## src/rtl/apb_regbank_slave.sv

```systemverilog
`default_nettype none
// ============================================================================
// Module   : apb_regbank_slave
// Brief    : APB register bank: ID, CTRL, STATUS and general RW registers,
//            with programmable wait states and error reporting.
// Revision : 1.0 - initial release
// ============================================================================
module apb_regbank_slave #(
  parameter int          DATA_W      = 32,
  parameter int          NUM_REGS    = 8,
  parameter int          WAIT_CYCLES = 0,
  parameter logic [31:0] ID_VALUE    = 32'hDEADBEEF
) (
  input  logic                PCLK,
  input  logic                PRESETn,
  input  logic                PSEL,
  input  logic                PENABLE,
  input  logic                PWRITE,
  input  logic [31:0]         PADDR,
  input  logic [DATA_W-1:0]   PWDATA,
  input  logic [DATA_W/8-1:0] PSTRB,
  output logic [DATA_W-1:0]   PRDATA,
  output logic                PREADY,
  output logic                PSLVERR
);

  localparam int         c_strb_w   = DATA_W / 8;
  localparam logic [3:0] c_wait     = 4'(WAIT_CYCLES);
  localparam logic [5:0] c_idx_id   = 6'd0;
  localparam logic [5:0] c_idx_ctrl = 6'd1;
  localparam logic [5:0] c_idx_stat = 6'd2;

  typedef enum logic [1:0] {
    ST_IDLE   = 2'd0,
    ST_SETUP  = 2'd1,
    ST_ACCESS = 2'd2
  } state_t;

  state_t              r_state;
  state_t              w_state_nxt;
  logic [3:0]          r_cnt;
  logic [DATA_W-1:0]   r_regs [NUM_REGS];
  logic                r_err_flag;
  logic [7:0]          r_err_cnt;

  logic [5:0]          w_idx;
  logic                w_access;
  logic                w_ready;
  logic                w_err;
  logic                w_commit;
  logic                w_rd_ok;
  logic                w_clear;
  logic [DATA_W-1:0]   w_sel;
  logic [DATA_W-1:0]   w_status;
  logic                w_unused_addr;

  assign w_unused_addr = ^PADDR[31:8];
  assign w_idx         = PADDR[7:2];

  // An access phase is recognised from the bus alone, so a transfer that
  // skips its setup phase is still served in the cycle it appears.
  assign w_access = PSEL & PENABLE;
  assign w_ready  = PRESETn & w_access & (r_cnt == c_wait);
  assign w_err    = (PADDR[1:0] != 2'b00)
                  | ({1'b0, w_idx} >= 7'(NUM_REGS))
                  | (PWRITE & ((w_idx == c_idx_id) | (w_idx == c_idx_stat)));
  assign w_commit = w_ready & ~w_err & PWRITE;
  assign w_rd_ok  = w_ready & ~w_err & ~PWRITE;
  assign w_clear  = w_commit & (w_idx == c_idx_ctrl) & PWDATA[DATA_W-1] & PSTRB[c_strb_w-1];

  assign PREADY  = w_ready;
  assign PSLVERR = w_ready & w_err;

  always_ff @(posedge PCLK or negedge PRESETn) begin
    if (!PRESETn) begin
      r_state <= ST_IDLE;
    end else begin
      r_state <= w_state_nxt;
    end
  end

  always_comb begin
    w_state_nxt = r_state;
    unique case (r_state)
      ST_IDLE: begin
        if (w_access) begin
          if (w_ready) w_state_nxt = PSEL ? ST_SETUP : ST_IDLE;
          else         w_state_nxt = ST_ACCESS;
        end else if (PSEL) begin
          w_state_nxt = ST_SETUP;
        end
      end
      ST_SETUP:  w_state_nxt = ST_ACCESS;
      ST_ACCESS: begin
        if (w_ready) w_state_nxt = PSEL ? ST_SETUP : ST_IDLE;
      end
      default:   w_state_nxt = ST_IDLE;
    endcase
  end

  always_ff @(posedge PCLK or negedge PRESETn) begin
    if (!PRESETn) begin
      r_cnt <= 4'd0;
    end else if (w_ready || !w_access) begin
      r_cnt <= 4'd0;
    end else begin
      r_cnt <= r_cnt + 4'd1;
    end
  end

  // ID and STATUS slots of the array are never written and stay zero.
  always_ff @(posedge PCLK or negedge PRESETn) begin
    if (!PRESETn) begin
      for (int i = 0; i < NUM_REGS; i++) r_regs[i] <= '0;
    end else begin
      if (w_commit) begin
        for (int i = 0; i < NUM_REGS; i++) begin
          if (w_idx == 6'(i) && i != 0 && i != 2) begin
            for (int b = 0; b < c_strb_w; b++) begin
              if (PSTRB[b]) r_regs[i][8*b +: 8] <= PWDATA[8*b +: 8];
            end
          end
        end
      end
      // CTRL[31] is a self-clearing command bit and is never stored.
      r_regs[1][DATA_W-1] <= 1'b0;
    end
  end

  always_ff @(posedge PCLK or negedge PRESETn) begin
    if (!PRESETn) begin
      r_err_flag <= 1'b0;
      r_err_cnt  <= 8'd0;
    end else if (w_clear) begin
      r_err_flag <= 1'b0;
      r_err_cnt  <= 8'd0;
    end else if (PSLVERR) begin
      r_err_flag <= 1'b1;
      if (r_err_cnt != 8'hFF) r_err_cnt <= r_err_cnt + 8'd1;
    end
  end

  assign w_status = {{(DATA_W-16){1'b0}}, r_err_cnt, 6'b000000, r_err_flag, r_regs[1][0]};

  always_comb begin
    w_sel = '0;
    for (int i = 0; i < NUM_REGS; i++) begin
      if (w_idx == 6'(i)) w_sel = r_regs[i];
    end
  end

  always_comb begin
    PRDATA = '0;
    if (w_rd_ok) begin
      if (w_idx == c_idx_id)        PRDATA = DATA_W'(ID_VALUE);
      else if (w_idx == c_idx_stat) PRDATA = w_status;
      else                          PRDATA = w_sel;
    end
  end

endmodule
`default_nettype wire

```

## config.mk

```make
export PLATFORM = sky130hd
export DESIGN_NAME = apb_regbank_slave
export DESIGN_NICKNAME = d
export VERILOG_FILES = /design/src/rtl/apb_regbank_slave.sv
export SDC_FILE = /design/constraint.sdc
export NUM_CORES = 1
export LEC_CHECK = 0
export ABC_CLOCK_PERIOD_IN_PS = 4400
export CAP_MARGIN = 20
export CORE_MARGIN = 2
export CORE_UTILIZATION = 45
export CTS_CLUSTER_DIAMETER = 30
export DETAILED_ROUTE_END_ITERATION = 16
export MAX_ROUTING_LAYER = met4
export PLACE_DENSITY = 0.66
export SETUP_SLACK_MARGIN = 0.02
export SLEW_MARGIN = 10
export SYNTH_ARGS = -nofsm -noshare
export SYNTH_HDL_FRONTEND = slang
export SYNTH_SLANG_ARGS = --single-unit
```

## constraint.sdc

```tcl
create_clock -name PCLK -period 4.4 [get_ports PCLK]
set_input_delay 0.66 -clock PCLK [delete_from_list [all_inputs] [get_ports PCLK]]
set_output_delay 0.66 -clock PCLK [all_outputs]
set_load 0.02 [all_outputs]
```

==> impl_metrics.csv <==
group,metric,value,unit
status,outcome,"complete, no violations",
pwr,p_clk_frac,0.599,
yosys,synth.yosys.seq_area_share,0.522,
sta,rsz0062_at_grt,"no",
worst_hold_path,holdCritPathClass,"in -> async",
cts,htree_levels,2,
finish,fin_util,0.598,
cts,cts_tree,"done",
setup_path,path_class,"in -> out",
grt,grt_pass1_vias,7334,
pwr,cellPowerDensity,429,nW/µm²
floorplanning,initial_utilization,0.462,
place,dpl.cell_count,1145,
yosys,ys_ff_latch,204,
detailed_routing,wl_per_cell,21.0,µm
pwr,seqPwrFrac,0.356,
sta,tightest_slew,0.936,ns
sta,min_period,4.30,ns
floorplanning,dieArea,22900,µm²
grt,antenna_found_initial,0,
sta,hold_ws,0.393,ns
yosys,syn_area,9780,µm²
setup_path,end_kind,"output port",
yosys,ys_types,54,
place,place_congestion,0.901,
pwr,leakage,5.80,nW
finish,nFillCells,1691,
cts,cts_buffers,44,
detailed_routing,vias,7174,
finish,area_growth,29.3,%
sta,maxSlewViolCount,0,
sta,maxSlewHeadroom,0.376,
yosys,ys.flop_type,"dfrtp_1",
finish,nNetsFinal,992,
sta,fin_crit_sh,0.978,
pwr,ir_drop,0.000228,V
cts,worstSkewPairLatency,0.53,ns
yosys,async_flop_share,1.00,
place,hpwlAfterDp,16.4,mm
grt,grt_max_degree,72,
floorplanning,pin_count,107,
grt,grt_overflow,0,
setup_path,worstPathMaxFanout,10,
setup_path,crit_arrival,3.64,ns
yosys,syn_inst,785,
cts,cts_max_path_buffers,3,
grt,grt_use_total,0.239,
place,io_buffers,82,
floorplanning,die_h,151,µm
sta,setup_viol,0,
yosys,syn_avg_cell_area,12.5,µm²
setup_path,required,3.74,ns
finish,num_antenna_cells,0,
sta,setup-tns-final,0,ns
detailed_routing,wirelength,25.7,mm
detailed_routing,postRouteAntennaNets,0,
detailed_routing,drt-pass1-iter-count,5,
place,placed_cell_area,11100,µm²
pwr,sw_frac_of_total,0.231,
floorplanning,die_x,151,µm
setup_path,startpoint_type,"input pin",
pwr,p_switching,1.25,mW
yosys,synth_fp_nets,861,
sta,finalHoldViolCount,0,
pwr,p_comb_frac,0.045,
floorplanning,rows,53,
finish,drive_above_1_share,0.353,
flow_run,max_cap_violations,0,
grt,grt_pass1_wl,40.8,mm
detailed_routing,vias_per_cell,5.85,
floorplanning,coreArea,21200,µm²
finish,design_area,12700,µm²
detailed_routing,drc,0,
cts,cts.sinks,204,
sta,max_freq,232,MHz
sta,finClkSkew,0.0344,ns
yosys,synth_edf_count,0,
cts,root_buffer,"clkbuf_16",
pwr,cell_internal_pwr,4.17,mW
yosys,ys_warn_count,64,
finish,final_cells,1226,
cts,postCtsSetupRepairBufs,0,
detailed_routing,drt_iter0_markers,457,
cts,clkTransAtPathRegs,0.04,ns
critical path, stage by stage:
cell             delay, ns
clkdlybuf4s50_1       0.52
or3_1                 0.43
nor4_1                0.27
buf_4                 0.18
nand2_1               0.33
nor4_1                0.55
clkdlybuf4s50_1       0.69
layout make-up:
class	instances	area, µm²	share of cell area
sequential	204	5100	0.404
clock buffer	52	1200	0.0949
inverter	8	30.0	0.00237
clock inverter	29	298	0.0235
tap	275	344	0.0272
multi-input combinational	534	4500	0.356
timing repair buffer	124	1170	0.0929
cells in the final DEF (no fill, tap or decap), types with 8 or more instances in the layout:
| master | Yosys | layout |
|---|---|---|
| clkinv_2 | 0 | 10 |
| clkbuf_16 | 0 | 44 |
| nor4_1 | 11 | 11 |
| nand4_1 | 8 | 8 |
| dfrtp_1 | 204 | 204 |
| inv_1 | 8 | 8 |
| o21ai_0 | 17 | 17 |
| nor2_1 | 46 | 46 |
| buf_4 | 1 | 39 |
| mux2i_1 | 34 | 34 |
| nand2_1 | 10 | 10 |
| clkinvlp_4 | 0 | 9 |
| a22oi_1 | 16 | 16 |
| clkdlybuf4s50_1 | 0 | 79 |
| a211oi_1 | 36 | 36 |
| a221oi_1 | 21 | 21 |
| nor3_1 | 27 | 27 |
| nand3_1 | 23 | 23 |
| a21oi_1 | 20 | 20 |
| mux2_2 | 189 | 189 |
| nor3_2 | 17 | 16 |
| clkbuf_8 | 0 | 8 |
path summary, 6_finish.rpt:
| path | slack [ns] | end | start | cells after the start |
|---|---|---|---|---|
| setup / recovery | 0.1 | PRDATA[1] | PADDR[7] | 7 |
| hold / removal | 0.39 | r_regs[10]$_DFFE_PN0P_ | PRESETn | 2 |
| max in group asynchronous | 1.77 | r_regs[120]$_DFFE_PN0P_ | PRESETn | 4 |
| min in group PCLK | 0.49 | r_cnt[0]$_DFF_PN0_ | r_cnt[0]$_DFF_PN0_ | 1 |
| setup reg to reg | 1.61 | r_regs[142]$_DFFE_PN0P_ | r_cnt[0]$_DFF_PN0_ | 7 |
| hold reg to reg | 0.49 | r_cnt[0]$_DFF_PN0_ | r_cnt[0]$_DFF_PN0_ | 1 |
registers in the layout (all words and copies together), names as in the netlist:
name and cells:
r_err_flag 1, r_cnt 4, r_err_cnt 8, r_regs 191
repair_timing:
action | in CTS | in global routing
setup endpoints to repair | 0 | 1
resized for setup | 0 | 1
hold buffers | 0 | 0
cell usage after synthesis, types with 3 or more instances:
cell,count,share of area
dfrtp_1,204,0.52
mux2_2,189,0.22
nor2_1,46,0.018
a211oi_1,36,0.028
mux2i_1,34,0.035
clkbuf_1,32,0.012
nor3_1,27,0.014
nand3_1,23,0.012
a221oi_1,21,0.019
a21oi_1,20,0.010
nor3_2,17,0.017
o21ai_0,17,0.0087
a22oi_1,16,0.012
nor4_1,11,0.0070
nand2_1,10,0.0038
inv_1,8,0.0031
nand4_1,8,0.0051
nor2b_1,5,0.0032
buf_2,4,0.0020
nand3b_1,4,0.0031
nor3_4,4,0.0067
ha_1,3,0.0038
or3_1,3,0.0019
or4_1,3,0.0023
metrics by stage:
stage	power [mW]	worst slack, ns
after floorplan	2.04	1.02
after global placement	2.20	0.167
after detailed placement	2.20	0.127
after CTS	5.47	0.128
after global routing	5.62	0.0241
final	5.43	0.0980
metal layers:
layer,vias up,wire [µm],global-route usage
met1,3613,11700,0.325
met2,245,11700,0.357
met5,-,0,-
li1,3259,-,-
met4,0,655,0.0818
met3,57,1710,0.0488
kinds of logic (layout without fill, tap and decap cells):
logic type	after synthesis	in the layout	share of synthesized area
xor+xnor	2	2	0.00179
fa+ha+maj	3	3	0.00384
buf+inv	47	213	0.0189
simple gates	179	179	0.109
flops	204	204	0.522
mux	224	224	0.254
compound gates	126	126	0.0912
power by group through the flow:
stage               registers, mW  clock network, mW  logic, mW
global placement             1.96                  0      0.240
CTS                          1.93               3.30      0.246
floorplan                    1.95                  0     0.0948
finish                       1.93               3.25      0.244
global route                 1.93               3.41      0.270
detailed placement           1.96                  0      0.243
(Power assumes the default switching activity.)
